### config.mk
export PLATFORM = sky130hd
export DESIGN_NAME = sqrt_sequencer
export DESIGN_NICKNAME = d
export VERILOG_FILES = /design/src/rtl/sqrt_sequencer.sv
export SDC_FILE = /design/constraint.sdc
export NUM_CORES = 1
export LEC_CHECK = 0
export BUFFER_PORTS_ARGS = -buffer_cell sky130_fd_sc_hd__buf_2
export CAP_MARGIN = 15
export CORE_ASPECT_RATIO = 0.6
export CORE_UTILIZATION = 45
export DETAILED_ROUTE_END_ITERATION = 7
export GPL_ROUTABILITY_DRIVEN = 0
export HOLD_SLACK_MARGIN = 0.08
export PLACE_DENSITY_LB_ADDON = 0.3
export SLEW_MARGIN = 20
export SYNTH_ARGS = -nofsm -noshare
export SYNTH_HDL_FRONTEND = slang
export SYNTH_SLANG_ARGS = --single-unit
### constraint.sdc
create_clock -name int_clk -period 5.1 [get_ports int_clk]
set_input_delay 0.765 -clock int_clk [delete_from_list [all_inputs] [get_ports int_clk]]
set_output_delay 0.765 -clock int_clk [all_outputs]
set_load 0.02 [all_outputs]
### src/rtl/sqrt_sequencer.sv
// Sequencer that feeds IEEE-754 single-precision operands to an external Newton sqrt stage.
// Special operands are answered directly. Normal operands are seeded, stepped N_ITER times, then captured.
module sqrt_sequencer #(
    parameter int N_ITER      = 6,
    parameter int STEP_CYCLES = 32
) (
    input  logic        int_clk,
    input  logic        rst_n,
    input  logic        in_valid,
    output logic        in_ready,
    input  logic [31:0] in_data,
    output logic [31:0] sq_a,
    output logic        sq_start,
    output logic        sq_step,
    input  logic [31:0] sq_result,
    output logic        out_valid,
    input  logic        out_ready,
    output logic [31:0] out_data,
    output logic [1:0]  out_flag,
    output logic        busy
);

    // state   | meaning
    // IDLE    | waiting for an operand, in_ready high
    // LOAD    | sq_start strobe, seeds the sqrt stage
    // ITER    | step timer running, sq_step on each terminal count
    // CAPTURE | register sq_result as the final estimate
    // DONE    | result held until out_ready
    localparam logic [2:0] S_IDLE    = 3'd0;
    localparam logic [2:0] S_LOAD    = 3'd1;
    localparam logic [2:0] S_ITER    = 3'd2;
    localparam logic [2:0] S_CAPTURE = 3'd3;
    localparam logic [2:0] S_DONE    = 3'd4;

    localparam logic [7:0]  STEP_RELOAD = 8'(STEP_CYCLES - 1);
    localparam logic [3:0]  ITER_LAST   = 4'(N_ITER - 1);
    localparam logic [31:0] QNAN        = 32'h7FC0_0000;
    localparam logic [31:0] POS_INF     = 32'h7F80_0000;

    localparam logic [1:0] FLAG_NORMAL = 2'b00;
    localparam logic [1:0] FLAG_ZERO   = 2'b01;
    localparam logic [1:0] FLAG_NAN    = 2'b10;
    localparam logic [1:0] FLAG_INF    = 2'b11;

    logic [2:0]  state_q,    state_d;
    logic [7:0]  step_cnt_q, step_cnt_d;
    logic [3:0]  iter_cnt_q, iter_cnt_d;
    logic [31:0] sq_a_q,     sq_a_d;
    logic [31:0] out_data_q, out_data_d;
    logic [1:0]  out_flag_q, out_flag_d;

    logic        in_sign;
    logic [7:0]  in_exp;
    logic [22:0] in_mant;
    logic        is_special;
    logic [31:0] spec_data;
    logic [1:0]  spec_flag;
    logic        accept;

    assign in_sign = in_data[31];
    assign in_exp  = in_data[30:23];
    assign in_mant = in_data[22:0];

    // Denormals are flushed to a signed zero, so a negative denormal is zero rather than NaN.
    always_comb begin
        is_special = 1'b1;
        spec_data  = QNAN;
        spec_flag  = FLAG_NAN;
        if (in_exp == 8'h00) begin
            spec_data = {in_sign, 31'b0};
            spec_flag = FLAG_ZERO;
        end else if (in_sign) begin
            spec_data = QNAN;
            spec_flag = FLAG_NAN;
        end else if (in_exp == 8'hFF && in_mant != 23'd0) begin
            spec_data = QNAN;
            spec_flag = FLAG_NAN;
        end else if (in_exp == 8'hFF) begin
            spec_data = POS_INF;
            spec_flag = FLAG_INF;
        end else begin
            is_special = 1'b0;
        end
    end

    assign accept = in_valid && (state_q == S_IDLE);

    always_comb begin
        state_d    = state_q;
        step_cnt_d = step_cnt_q;
        iter_cnt_d = iter_cnt_q;
        sq_a_d     = sq_a_q;
        out_data_d = out_data_q;
        out_flag_d = out_flag_q;
        case (state_q)
            S_IDLE: begin
                if (accept) begin
                    sq_a_d = in_data;
                    if (is_special) begin
                        out_data_d = spec_data;
                        out_flag_d = spec_flag;
                        state_d    = S_DONE;
                    end else begin
                        state_d = S_LOAD;
                    end
                end
            end
            S_LOAD: begin
                step_cnt_d = STEP_RELOAD;
                iter_cnt_d = 4'd0;
                state_d    = S_ITER;
            end
            S_ITER: begin
                if (step_cnt_q == 8'd0) begin
                    step_cnt_d = STEP_RELOAD;
                    if (iter_cnt_q == ITER_LAST) begin
                        state_d = S_CAPTURE;
                    end else begin
                        iter_cnt_d = iter_cnt_q + 4'd1;
                    end
                end else begin
                    step_cnt_d = step_cnt_q - 8'd1;
                end
            end
            S_CAPTURE: begin
                out_data_d = sq_result;
                out_flag_d = FLAG_NORMAL;
                state_d    = S_DONE;
            end
            S_DONE: begin
                if (out_ready) begin
                    state_d = S_IDLE;
                end
            end
            default: state_d = S_IDLE;
        endcase
    end

    always_ff @(posedge int_clk or negedge rst_n) begin
        if (!rst_n) begin
            state_q    <= S_IDLE;
            step_cnt_q <= 8'd0;
            iter_cnt_q <= 4'd0;
            sq_a_q     <= 32'd0;
            out_data_q <= 32'd0;
            out_flag_q <= FLAG_NORMAL;
        end else begin
            state_q    <= state_d;
            step_cnt_q <= step_cnt_d;
            iter_cnt_q <= iter_cnt_d;
            sq_a_q     <= sq_a_d;
            out_data_q <= out_data_d;
            out_flag_q <= out_flag_d;
        end
    end

    // Strobes decode from registered state only, so they cannot overlap or leak outside LOAD/ITER.
    assign in_ready  = (state_q == S_IDLE);
    assign busy      = (state_q != S_IDLE);
    assign sq_start  = (state_q == S_LOAD);
    assign sq_step   = (state_q == S_ITER) && (step_cnt_q == 8'd0);
    assign out_valid = (state_q == S_DONE);
    assign sq_a      = sq_a_q;
    assign out_data  = out_data_q;
    assign out_flag  = out_flag_q;

endmodule

# ---- Word level (Yosys, flattened, before mapping)
# Index checks and enable logic that the tools add are counted.
dict set report op_classes {
  add_sub_neg 2
  eq_ne 12
  mux 29
  n_reduce_logical 14
}
# op count
set op_table {}
lappend op_table {{$mux 32} 3}
lappend op_table {{$mux 23} 3}
lappend op_table {{$pmux 32 s2} 1}
lappend op_table {{$reduce_bool 23->1} 1}
lappend op_table {{$logic_not 8->1} 2}
lappend op_table {{$pmux 8 s2} 1}
lappend op_table {{$mux 3} 5}
lappend op_table {{$pmux 3 s5} 1}
lappend op_table {{$eq 8x8->1 const B} 1}
lappend op_table {{$mux 4} 2}
lappend op_table {{$mux 8} 1}
lappend op_table {{$pmux 4 s2} 1}
lappend op_table {{$sub 8x1->8 const B} 1}
lappend op_table {{$mux 1} 7}
lappend op_table {{$eq 3x2->1 const B} 2}
lappend op_table {{$mux 2} 3}
lappend op_table {{$ne 2x1->1 const B} 3}
lappend op_table {{$ne 2x2->1 const B} 3}
lappend op_table {{$reduce_and 3->1} 2}
lappend op_table {{$add 4x1->4 const B} 1}
lappend op_table {{$eq 4x3->1 const B} 1}
lappend op_table {{$pmux 2 s2} 1}
lappend op_table {{$reduce_and 4->1} 1}
lappend op_table {{$reduce_bool 2->1} 2}
lappend op_table {{6 further kinds} 8}
dict set report totals {
  ff_bits 81
  input_bits 68
  out_inout_bits 71
  word_cells 63
}

# ---- Depth between registers and ports, before layout
# Gate-level depths: netlist of the first run.
dict set report depth {
  depth_word 8
  depth_mapped 8
  ltp_nobuf 7
}

# ---- Worst setup path before layout of the first run
# No wires, ideal clock.
dict set report synth_timing {
  path_kind {input -> register}
  startpoint {input in_data[27]}
  endpoint {register out_data_q[10], in the netlist out_data[10]}
  setup_time_ns 0.121
  arrival_ns 2.058
  required_time_ns 4.979
  path_slack_ns 2.921
  cell_stages 6
  n_path_buf 2
  path_cell_list {or4_1 -> nor2_4 -> o41ai_4 -> buf_6 -> buf_8 -> a22o_1}
}
dict set report synth_between {
  elab_chain_cells 8
  word_cells_on_any_way 15
  cone_classes {2 x eq/ne; 10 x mux; 3 x reduce/logical}
}
# item line_no
set synth_lines {}
lappend synth_lines {{start, declared} 11} ;# input logic [31:0] in_data,
lappend synth_lines {{$eq 8x8->1} {75, 78}}
lappend synth_lines {{$logic_and 1x1->1} 75} ;# end else if (in_exp == 8'hFF && in_mant != 23'd0) begin
lappend synth_lines {{$mux 23} 75}
lappend synth_lines {{$mux 23} 72} ;# end else if (in_sign) begin
lappend synth_lines {{$mux 32} 69} ;# if (in_exp == 8'h00) begin
lappend synth_lines {{$mux 32} 99} ;# if (is_special) begin
lappend synth_lines {{$mux 32} 97} ;# if (accept) begin
lappend synth_lines {{$pmux 32 s2} 95} ;# case (state_q)
lappend synth_lines {{end signal, assigned} 152} ;# out_data_q <= out_data_d;
lappend synth_lines {{end, declared} 49} ;# logic [31:0] out_data_q, out_data_d;
# Parallel ways exist; a longest one is shown, timed or not. The select of a mux whose other input is x is not followed.
# A chain may end at the register's enable or synchronous reset.

# ---- Worst setup path in the final report of the first run
dict set report layout_timing {
  startpoint {register state_q[1]}
  endpoint {output sq_step}
}
dict set report layout_between {
  elab_chain_cells 2
}
# item line_no
set layout_lines {}
lappend layout_lines {{start, declared} 45} ;# logic [2:0] state_q, state_d;
lappend layout_lines {{start signal, assigned} 148} ;# state_q <= state_d;
lappend layout_lines {{$eq 3x2->1} 161} ;# assign sq_step = (state_q == S_ITER) && (step_cnt_q == 8'd0);
lappend layout_lines {{$logic_and 1x1->1} 161}
lappend layout_lines {{end, declared} 14} ;# output logic sq_step,
# No other way between the ends.

==> results of run 1 <==
-- cell usage after synthesis (all sizes together) (2+ instances only) --
cell / count
dfrtp: 81
mux2: 32
a22o: 23
nand2: 22
o21ai: 21
buf: 12
nor2: 11
nor4: 7
inv: 6
xor2: 6
nand3: 5
a21oi: 4
clkbuf: 4
ha: 4
nor3b: 3
or3: 3
or4: 3
a41o: 2
and3: 2
and4: 2
nand4: 2
nor3: 2
o31ai: 2
o41ai: 2
or3b: 2
-- worst max-delay path by stage --
| stage | cells past startpoint | to |
|---|---|---|
| 6_report | 3 | sq_step |
| 5_1_grt | 3 | sq_step |
| 4_1_cts | 3 | sq_step |
| 3_5_place_dp | 6 | out_data[22] |
| 3_3_place_gp | 6 | out_data[22] |
| 2_1_floorplan | 6 | out_data[10] |
-- cell families (layout without fill, tap and decap cells) --
kind of cell	after synthesis	in the layout	synth area share
AND/OR/NAND/NOR	67	67	0.107
flip-flops	81	81	0.577
adder cells (fa/ha/maj)	4	4	0.0142
XOR/XNOR	7	7	0.0174
AO/OA/AOI/OAI	60	60	0.135
buffers and inverters	22	162	0.0445
multiplexers	33	33	0.105
-- routing by layer --
| layer | global-route usage | share of wire |
|---|---|---|
| met5 | 0 | 0 |
| met4 | 0.0513 | 0.0098 |
| met3 | 0.0738 | 0.074 |
| met2 | 0.317 | 0.45 |
| met1 | 0.274 | 0.47 |
-- flip-flops by register name, summed over array words and instances, names as in the netlist --
| signal | flops |
|---|---|
| iter_cnt_q | 4 |
| out_data | 32 |
| sq_a | 32 |
| state_q | 3 |
| out_flag | 2 |
| step_cnt_q | 8 |
-- power breakdown --
part | internal [mW] | switching (mW)
clock | 0.388 | 0.242
combinational | 0.509 | 0.742
sequential | 0.908 | 0.161
-- layout make-up --
| type | count | area [sq um] |
|---|---|---|
| sequential | 81 | 2030 |
| timing repair buffer | 141 | 719 |
| inverter | 6 | 22.5 |
| clock buffer | 10 | 239 |
| fill | 605 | 2890 |
| clock inverter | 5 | 56.3 |
| multi-input combinational | 171 | 1330 |
| tap | 104 | 130 |
==> impl_metrics.csv, run 1 <==
group,metric,value,unit
worst_setup_path,critical_path.top_delay_family,"simple AND/OR/NAND/NOR gates",
logic_synthesis,synth.net_count,346,
logic_synthesis,postSynthRegisterBits,81,
worst_setup_path,critical_setup_path_kind,"reg -> out",
routing,drt-initial-drc-count,142,
timing,clock.fmax,408,MHz
worst_setup_path,crit_path_start_kind,"flip-flop",
placed_design,portBuffers,138,
global_route,grt_overflow,0,
logic_synthesis,synthDistinctLibCells,48,
power,finalPower,2.95,mW
timing,hold_viol,0,
timing,timing.clock.skew,0.00550,ns
routing,firstDrtPassIters,4,
finish,final_nets,482,
power,max-vdd-ir-drop,280,uV
timing,worst-slew-pin-transition,0.914,ns
finish,final_cell_area,4530,sq um
logic_synthesis,synthArstFlopShare,1.00,
logic_synthesis,post_synth_inst_count,274,
cts,clkTransAtPathRegs,0.06,ns
worst_setup_path,slowest_delay,0.49,ns
die,die_footprint,8180,sq um
logic_synthesis,synth.yosys.warnings,0,
worst_setup_path,timing.reg2reg.worst_path_depth,5,
cts,clk_tree_root_cell,"sky130_fd_sc_hd__clkbuf_16",
die,initial_standard_cell_utilization_of_the_core,0.474,
finish,layout.cells.most_common_list,"sky130_fd_sc_hd__buf_2 (137), sky130_fd_sc_hd__dfrtp_1 (81), sky130_fd_sc_hd__mux2_2 (25)",
finish,insertedDiodeCount,0,
timing,report.final.slew_viol_count,0,
routing,detail_route.wirelength,7.89,mm
worst_setup_path,critical_path_arrival,1.69,ns
worst_setup_path,regToRegSetupSlack,3.07,ns
finish,layout-drive-gt1-share,0.478,
finish,most_frequent_standard_cell_in_the_layout_excluding_fill_and_tap_cells,"sky130_fd_sc_hd__buf_2",
worst_setup_path,critPathLaunch,"state_q[1]",
worst_setup_path,crit_chain,"nor3b_2 -> and4_1 -> buf_2",
logic_synthesis,synthTopCellsByArea,"sky130_fd_sc_hd__dfrtp_1 (58%), sky130_fd_sc_hd__mux2_2 (8.0%), sky130_fd_sc_hd__a22o_1 (5.7%), sky130_fd_sc_hd__nand2_1 (2.3%), sky130_fd_sc_hd__mux2_1 (2.2%)",
routing,viasPerCell,5.17,
worst_setup_path,cpMaxStageDelayCell,"sky130_fd_sc_hd__dfrtp_1",
routing,drcViolationCount,0,
routing,ant_nets,0,
placed_design,placement.setup.worst_slack,2.68,ns
cts,postCtsHoldBufs,0,
timing,finalWorstPathRequiredPeriod,2.45,ns
die,die_w,116,um
worst_setup_path,critPathRequiredTime,4.34,ns
logic_synthesis,mappedNetlistArea,3520,sq um
die,pin_count,139,
logic_synthesis,yosys.area.top_type,"sky130_fd_sc_hd__dfrtp_1",
routing,post_drt_wl_per_cell,15.2,um
logic_synthesis,synth.top_cell.area_share,0.577,
logic_synthesis,postSynthAreaPerCell,12.8,sq um
cts,clock_latency_of_the_later_clocked_register_in_the_worst_skew_pair,0.33,ns
finish,syn2layout_area_growth,28.8,%
worst_setup_path,crit-reg2reg-capture,"sq_a[13]",
placed_design,dp_hpwl,5.65,mm
timing,fin_worst_hold_slack,0.458,ns
power,leak_pwr,2.26,nW
cts,clock_sink_count,81,
finish,final_core_utilization,0.610,
timing,period_share,0.481,
timing,slew_headroom,0.391,
status,run_status,"finished, final reports clean",
global_route,gr-usage-all-layers,0.205,
routing,detailroute.via_count,2679,
global_route,vias_in_the_first_global_route,2531,
worst_setup_path,worst_setup_end_kind,"primary output",
die,rows,24,
worst_setup_path,r2r-start,"state_q[1]",
global_route,maximum_number_of_pins_on_one_net_before_global_route_repair,82,
timing,timing.final.setup_violations,0,
worst_setup_path,maximum_fanout_encountered_on_the_critical_timing_path,10,
cts,cts.repair.resized,0,
timing,grt_setup_unrepaired,"no",
timing,finalSetupTns,0,ns
cts,cts_tree,"done",
die,die_height,70.5,um
cts,deepest_level_of_the_cts_h_tree,3,
power,power_density,652,nW/um^2
global_route,grt_pass1_wl,12.5,mm
finish,instances_no_fill,518,
global_route,antenna_found_initial,0,
placed_design,dpl_cell_area,4230,sq um
cts,clockBufferDepth,2,
logic_synthesis,synth_sequential_area_ratio,0.577,
worst_setup_path,critical_path_buffer_and_inverter_count,1,
cts,post_cts_setup_inserts,0,
run,max_cap_viol_count,0,
hold_path,min_path_type,"in -> async",
die,core_region_area,7420,sq um
timing,timing.final.ws_setup,2.65,ns
logic_synthesis,synthFlopType,"sky130_fd_sc_hd__dfrtp_1",
placed_design,place.detailed.instances,503,
cts,cts-buffers-inserted,9,
logic_synthesis,synth-edff-count,0,
(Power assumes the default switching activity.)
==> run 2, diff against run 1 <==
Settings changed: CORE_UTILIZATION 45 to 44.
Clock period 5.1 ns to 2.2 ns, I/O delays scaled along.
==> run 2 against run 1 <==
Compared with the run above: clock power is 120% higher; first-iteration DRC count is 0.70% higher; sequential cell count did not move; final cell count is 1.2% higher; critical endpoint unchanged; core utilization grew 0.13 points; via count is 0.34% higher; highest routed layer unchanged; total power is 130% higher; clock skew shrank 0.0019 ns; sequential power grew 130%.
==> impl_metrics.csv, run 2 (same netlist as run 1, synthesis figures left out) <==
group,metric,value,unit
die,pin_count,139,
worst_setup_path,cpMaxStageDelayCell,"sky130_fd_sc_hd__nor3b_2",
worst_setup_path,critical_setup_path_kind,"reg -> out",
global_route,gr-usage-all-layers,0.211,
status,run_status,"finished, final reports clean",
timing,timing.final.setup_violations,0,
cts,clockBufferDepth,2,
run,max_cap_viol_count,0,
finish,layout-drive-gt1-share,0.476,
placed_design,dp_hpwl,6.15,mm
routing,ant_nets,0,
routing,detailroute.via_count,2688,
cts,cts_tree,"done",
die,die_footprint,8360,sq um
global_route,maximum_number_of_pins_on_one_net_before_global_route_repair,44,
worst_setup_path,critPathRequiredTime,1.87,ns
finish,final_nets,488,
timing,report.final.slew_viol_count,0,
timing,finalWorstPathRequiredPeriod,2.01,ns
placed_design,dpl_cell_area,4300,sq um
timing,grt_setup_unrepaired,"no",
global_route,grt_pass1_wl,13.4,mm
routing,drt-initial-drc-count,143,
finish,most_frequent_standard_cell_in_the_layout_excluding_fill_and_tap_cells,"sky130_fd_sc_hd__buf_2",
timing,hold_viol,0,
finish,syn2layout_area_growth,30.6,%
hold_path,min_path_type,"in -> reg",
die,rows,24,
global_route,antenna_found_initial,0,
worst_setup_path,critical_path_buffer_and_inverter_count,2,
routing,detail_route.wirelength,8.26,mm
global_route,vias_in_the_first_global_route,2616,
worst_setup_path,critical_path.top_delay_family,"simple AND/OR/NAND/NOR gates",
die,core_region_area,7510,sq um
worst_setup_path,slowest_delay,0.39,ns
routing,drcViolationCount,0,
timing,timing.clock.skew,0.00362,ns
timing,worst-slew-pin-transition,0.500,ns
cts,clock_sink_count,81,
die,die_height,71.2,um
cts,post_cts_setup_inserts,0,
timing,slew_headroom,0.667,
worst_setup_path,crit_path_start_kind,"flip-flop",
cts,deepest_level_of_the_cts_h_tree,3,
global_route,grt_overflow,0,
timing,clock.fmax,498,MHz
power,power_density,1500,nW/um^2
finish,insertedDiodeCount,0,
cts,clkTransAtPathRegs,0.06,ns
worst_setup_path,critical_path_arrival,1.68,ns
cts,clock_latency_of_the_later_clocked_register_in_the_worst_skew_pair,0.32,ns
worst_setup_path,crit_chain,"buf_4 -> nor3b_2 -> and4_1 -> buf_2",
cts,clk_tree_root_cell,"sky130_fd_sc_hd__clkbuf_16",
die,die_w,117,um
routing,viasPerCell,5.13,
routing,post_drt_wl_per_cell,15.8,um
timing,finalSetupTns,0,ns
power,max-vdd-ir-drop,745,uV
power,leak_pwr,2.30,nW
worst_setup_path,maximum_fanout_encountered_on_the_critical_timing_path,9,
timing,period_share,0.913,
finish,layout.cells.most_common_list,"sky130_fd_sc_hd__buf_2 (137), sky130_fd_sc_hd__dfrtp_1 (81), sky130_fd_sc_hd__mux2_2 (25)",
worst_setup_path,worst_setup_end_kind,"primary output",
finish,final_cell_area,4590,sq um
cts,cts-buffers-inserted,9,
routing,firstDrtPassIters,4,
placed_design,portBuffers,138,
die,initial_standard_cell_utilization_of_the_core,0.468,
run 2: cell types whose count changed in the layout (fill, tap and decap cells not counted), sizes merged:
| cell | previous run | this run |
|---|---|---|
| buf | 141 | 146 |
| clkinv | 3 | 1 |
| dlygate4sd3 | 0 | 1 |
| clkbuf | 10 | 12 |
run 2: final cells by class:
cell class	count	area, sq um
Fill cell	632	2920
Sequential cell	81	2030
Multi-Input combinational cell	171	1330
Timing Repair Buffer	147	801
Clock buffer	12	236
Tap cell	104	130
Clock inverter	3	42.5
Inverter	6	22.5
run 2: power breakdown:
part / leakage, nW / internal [mW] / total [mW] / switching [mW]
registers: 1.01 / 2.11 / 2.47 / 0.361
logic: 1.16 / 1.25 / 3.02 / 1.77
clock network: 0.133 / 0.871 / 1.41 / 0.539
run 2: worst paths after layout:
kind	startpoint	end	slack, ns	cells past startpoint
hold / removal	out_ready	state_q[2]	0.18	2
setup reg to reg	state_q[2]	out_flag[1]	0.24	5
hold reg to reg	out_flag[1]	out_flag[1]	0.47	2
max in group asynchronous	rst_n	out_data[0]	1.08	3
setup / recovery	state_q[1]	sq_step	0.19	4
min in group asynchronous	rst_n	out_data[27]	0.52	2
run 2: metrics by stage:
step	worst slack, ns	hold WS, ns	power (mW)	instances	utilization
floorplan	0.153	0.0344	4.62	274	-
global placement	0.252	0.329	5.45	508	0.573
detailed placement	0.202	0.338	5.54	508	0.573
CTS	0.186	0.175	6.99	524	0.612
global route	0.0762	0.168	7.31	524	0.612
finish	0.192	0.184	6.90	524	0.612
run 2: repair_timing:
item                                    CTS  global route
endpoints found under the setup margin    0             0
resized for setup                         0             0
hold buffers                              1             0
hold endpoints to repair                 38             0
run 2: routing by layer:
| layer | GRT usage | vias to the layer above | routed length (um) |
|---|---|---|---|
| li1 | - | 1285 | - |
| met1 | 0.288 | 1295 | 3870 |
| met2 | 0.318 | 102 | 3750 |
| met3 | 0.0764 | 6 | 583 |
| met4 | 0.0606 | 0 | 55 |
| met5 | 0 | - | 0 |
run 2: worst reg2reg max path, delay by kind of cell, from the launching register on:
family	cells	cell delay, ns
and+or+nand+nor	2	0.54
AOI/OAI and AO/OA	2	0.52
DFF	1	0.46
buffers and inverters	1	0.35
==> run 3, diff against run 2 <==
--- a/config.mk
+++ b/config.mk
@@ -14,5 +14,4 @@
 export HOLD_SLACK_MARGIN = 0.08
 export PLACE_DENSITY_LB_ADDON = 0.3
-export SLEW_MARGIN = 20
 export SYNTH_ARGS = -nofsm -noshare
 export SYNTH_HDL_FRONTEND = slang
==> constraint.sdc (replaced) <==
create_clock -name int_clk -period 2.2 [get_ports int_clk]
set_input_delay 0.22 -clock int_clk [delete_from_list [all_inputs] [get_ports int_clk]]
set_output_delay 0.22 -clock int_clk [all_outputs]
set_load 0.02 [all_outputs]
==> run 3 against run 2 <==
Compared with the run above: global-route usage up 0.30 points; total power grew 4.3%; largest cell class unchanged; count of clock-buffer cells in the layout unchanged; combinational power rose by 2%; critical path depth grew 1; design area increased by 1.7%.
==> impl_metrics.csv, run 3 (same netlist as run 1, synthesis figures left out) <==
group,metric,value,unit
worst_setup_path,cpMaxStageDelayCell,"sky130_fd_sc_hd__o41ai_4",
power,max-vdd-ir-drop,581,uV
global_route,antenna_found_initial,0,
placed_design,portBuffers,138,
timing,slew_headroom,0.619,
die,initial_standard_cell_utilization_of_the_core,0.468,
timing,grt_setup_unrepaired,"no",
global_route,grt_pass1_wl,13.7,mm
finish,most_frequent_standard_cell_in_the_layout_excluding_fill_and_tap_cells,"sky130_fd_sc_hd__buf_2",
die,die_w,117,um
status,run_status,"finished, final reports clean",
finish,layout.cells.most_common_list,"sky130_fd_sc_hd__buf_2 (137), sky130_fd_sc_hd__dfrtp_1 (81), sky130_fd_sc_hd__mux2_2 (25)",
die,core_region_area,7510,sq um
timing,period_share,0.896,
cts,clockBufferDepth,2,
global_route,grt_overflow,0,
worst_setup_path,maximum_fanout_encountered_on_the_critical_timing_path,21,
cts,cts.repair.resized,0,
routing,detail_route.wirelength,8.41,mm
worst_setup_path,critical_path.top_delay_family,"compound AO/OA/AOI/OAI gates",
worst_setup_path,critPathLaunch,"state_q[2]",
routing,drcViolationCount,0,
timing,timing.clock.skew,0.00459,ns
cts,clock_latency_of_the_later_clocked_register_in_the_worst_skew_pair,0.33,ns
power,leak_pwr,2.33,nW
worst_setup_path,critical_path_arrival,2.19,ns
cts,clock_sink_count,81,
die,die_height,71.2,um
worst_setup_path,critPathRequiredTime,2.42,ns
worst_setup_path,slowest_delay,0.48,ns
routing,firstDrtPassIters,4,
worst_setup_path,r2r-start,"state_q[2]",
timing,timing.final.ws_setup,0.229,ns
die,rows,24,
die,pin_count,139,
placed_design,dp_hpwl,6.18,mm
cts,post_cts_setup_inserts,0,
routing,post_drt_wl_per_cell,16.0,um
cts,clk_tree_root_cell,"sky130_fd_sc_hd__clkbuf_16",
routing,drt-initial-drc-count,120,
worst_setup_path,worst_setup_end_kind,"flip-flop",
timing,timing.final.setup_violations,0,
cts,cts-buffers-inserted,9,
timing,clock.fmax,507,MHz
power,power_density,1540,nW/um^2
worst_setup_path,crit-reg2reg-capture,"out_data[22]",
worst_setup_path,critical_setup_path_kind,"reg -> reg",
routing,detailroute.via_count,2732,
cts,deepest_level_of_the_cts_h_tree,3,
worst_setup_path,timing.critical_path.depth,5,
global_route,maximum_number_of_pins_on_one_net_before_global_route_repair,43,
cts,cts_tree,"done",
die,die_footprint,8360,sq um
finish,final_nets,490,
finish,insertedDiodeCount,0,
worst_setup_path,critical_path_buffer_and_inverter_count,1,
worst_setup_path,crit_end,"out_data[22]",
global_route,gr-usage-all-layers,0.214,
run,max_cap_viol_count,0,
timing,finalSetupTns,0,ns
worst_setup_path,regToRegSetupSlack,0.23,ns
timing,report.final.slew_viol_count,0,
worst_setup_path,timing.reg2reg.worst_path_depth,5,
finish,fillers,624,
finish,syn2layout_area_growth,32.8,%
worst_setup_path,crit_path_start_kind,"flip-flop",
routing,ant_nets,0,
hold_path,min_path_type,"in -> reg",
global_route,vias_in_the_first_global_route,2698,
placed_design,placement.setup.worst_slack,0.243,ns
worst_setup_path,crit_chain,"or3_4 -> o41ai_4 -> buf_12 -> nor2_1 -> a22o_1",
timing,finalWorstPathRequiredPeriod,1.97,ns
finish,layout-drive-gt1-share,0.476,
routing,viasPerCell,5.19,
cts,clkTransAtPathRegs,0.06,ns
timing,hold_viol,0,
timing,worst-slew-pin-transition,0.571,ns
-- run 3: power breakdown --
group          total, mW  leakage (nW)  switching [mW]  internal, mW
registers           2.46          1.01           0.359          2.10
logic               3.08          1.17            1.79          1.29
clock network       1.66         0.157           0.552          1.10
total               7.20          2.33            2.70          4.49
-- run 3: per-layer routing --
metal  global-route usage  part of all wire
met1                0.296              0.47
met2                0.317              0.43
met3               0.0701             0.085
met4               0.0750             0.011
met5                    0                 0
-- run 3: area by class of cell --
type,instances,area [sq um],share of cell area
timing repair buffer,149,831,0.178
multi-input combinational,171,1330,0.285
tap,104,130,0.0279
clock buffer,12,236,0.0506
clock inverter,3,90.1,0.0193
sequential,81,2030,0.434
inverter,6,22.5,0.00482
-- run 3: through the flow --
step,instances,hold slack [ns],instance area (sq um),total power [mW],utilization
4_1_cts,526,0.103,4670,7.28,0.622
6_report,526,0.116,4670,7.20,0.622
2_1_floorplan,274,-0.0756,3520,4.62,-
3_5_place_dp,509,0.244,4320,5.58,0.576
3_3_place_gp,509,0.241,4320,5.48,0.576
5_1_grt,526,0.0981,4670,7.62,0.622
-- run 3: worst min-delay path by stage --
stage	slack, ns	end	depth (start not counted)	from
5_1_grt	0.1	out_data[6]	2	sq_result[6]
2_1_floorplan	-0.08	iter_cnt_q[0]	0	rst_n
6_report	0.12	out_data[15]	2	sq_result[15]
4_1_cts	0.10	out_data[15]	2	sq_result[15]
3_3_place_gp	0.24	out_data[27]	1	rst_n
3_5_place_dp	0.24	out_data[27]	1	rst_n
-- run 3: timing repair --
item                                   CTS  global route
hold buffers                             2             0
endpoints found under the hold margin   42             0
setup endpoints to repair                0             0
-- run 3: worst reg2reg max path, cell delays in order (launching register included) --
cell                      delay [ns]
sky130_fd_sc_hd__dfrtp_1        0.46
sky130_fd_sc_hd__or3_4          0.44
sky130_fd_sc_hd__o41ai_4        0.48
sky130_fd_sc_hd__buf_12         0.22
sky130_fd_sc_hd__nor2_1         0.07
sky130_fd_sc_hd__a22o_1         0.19
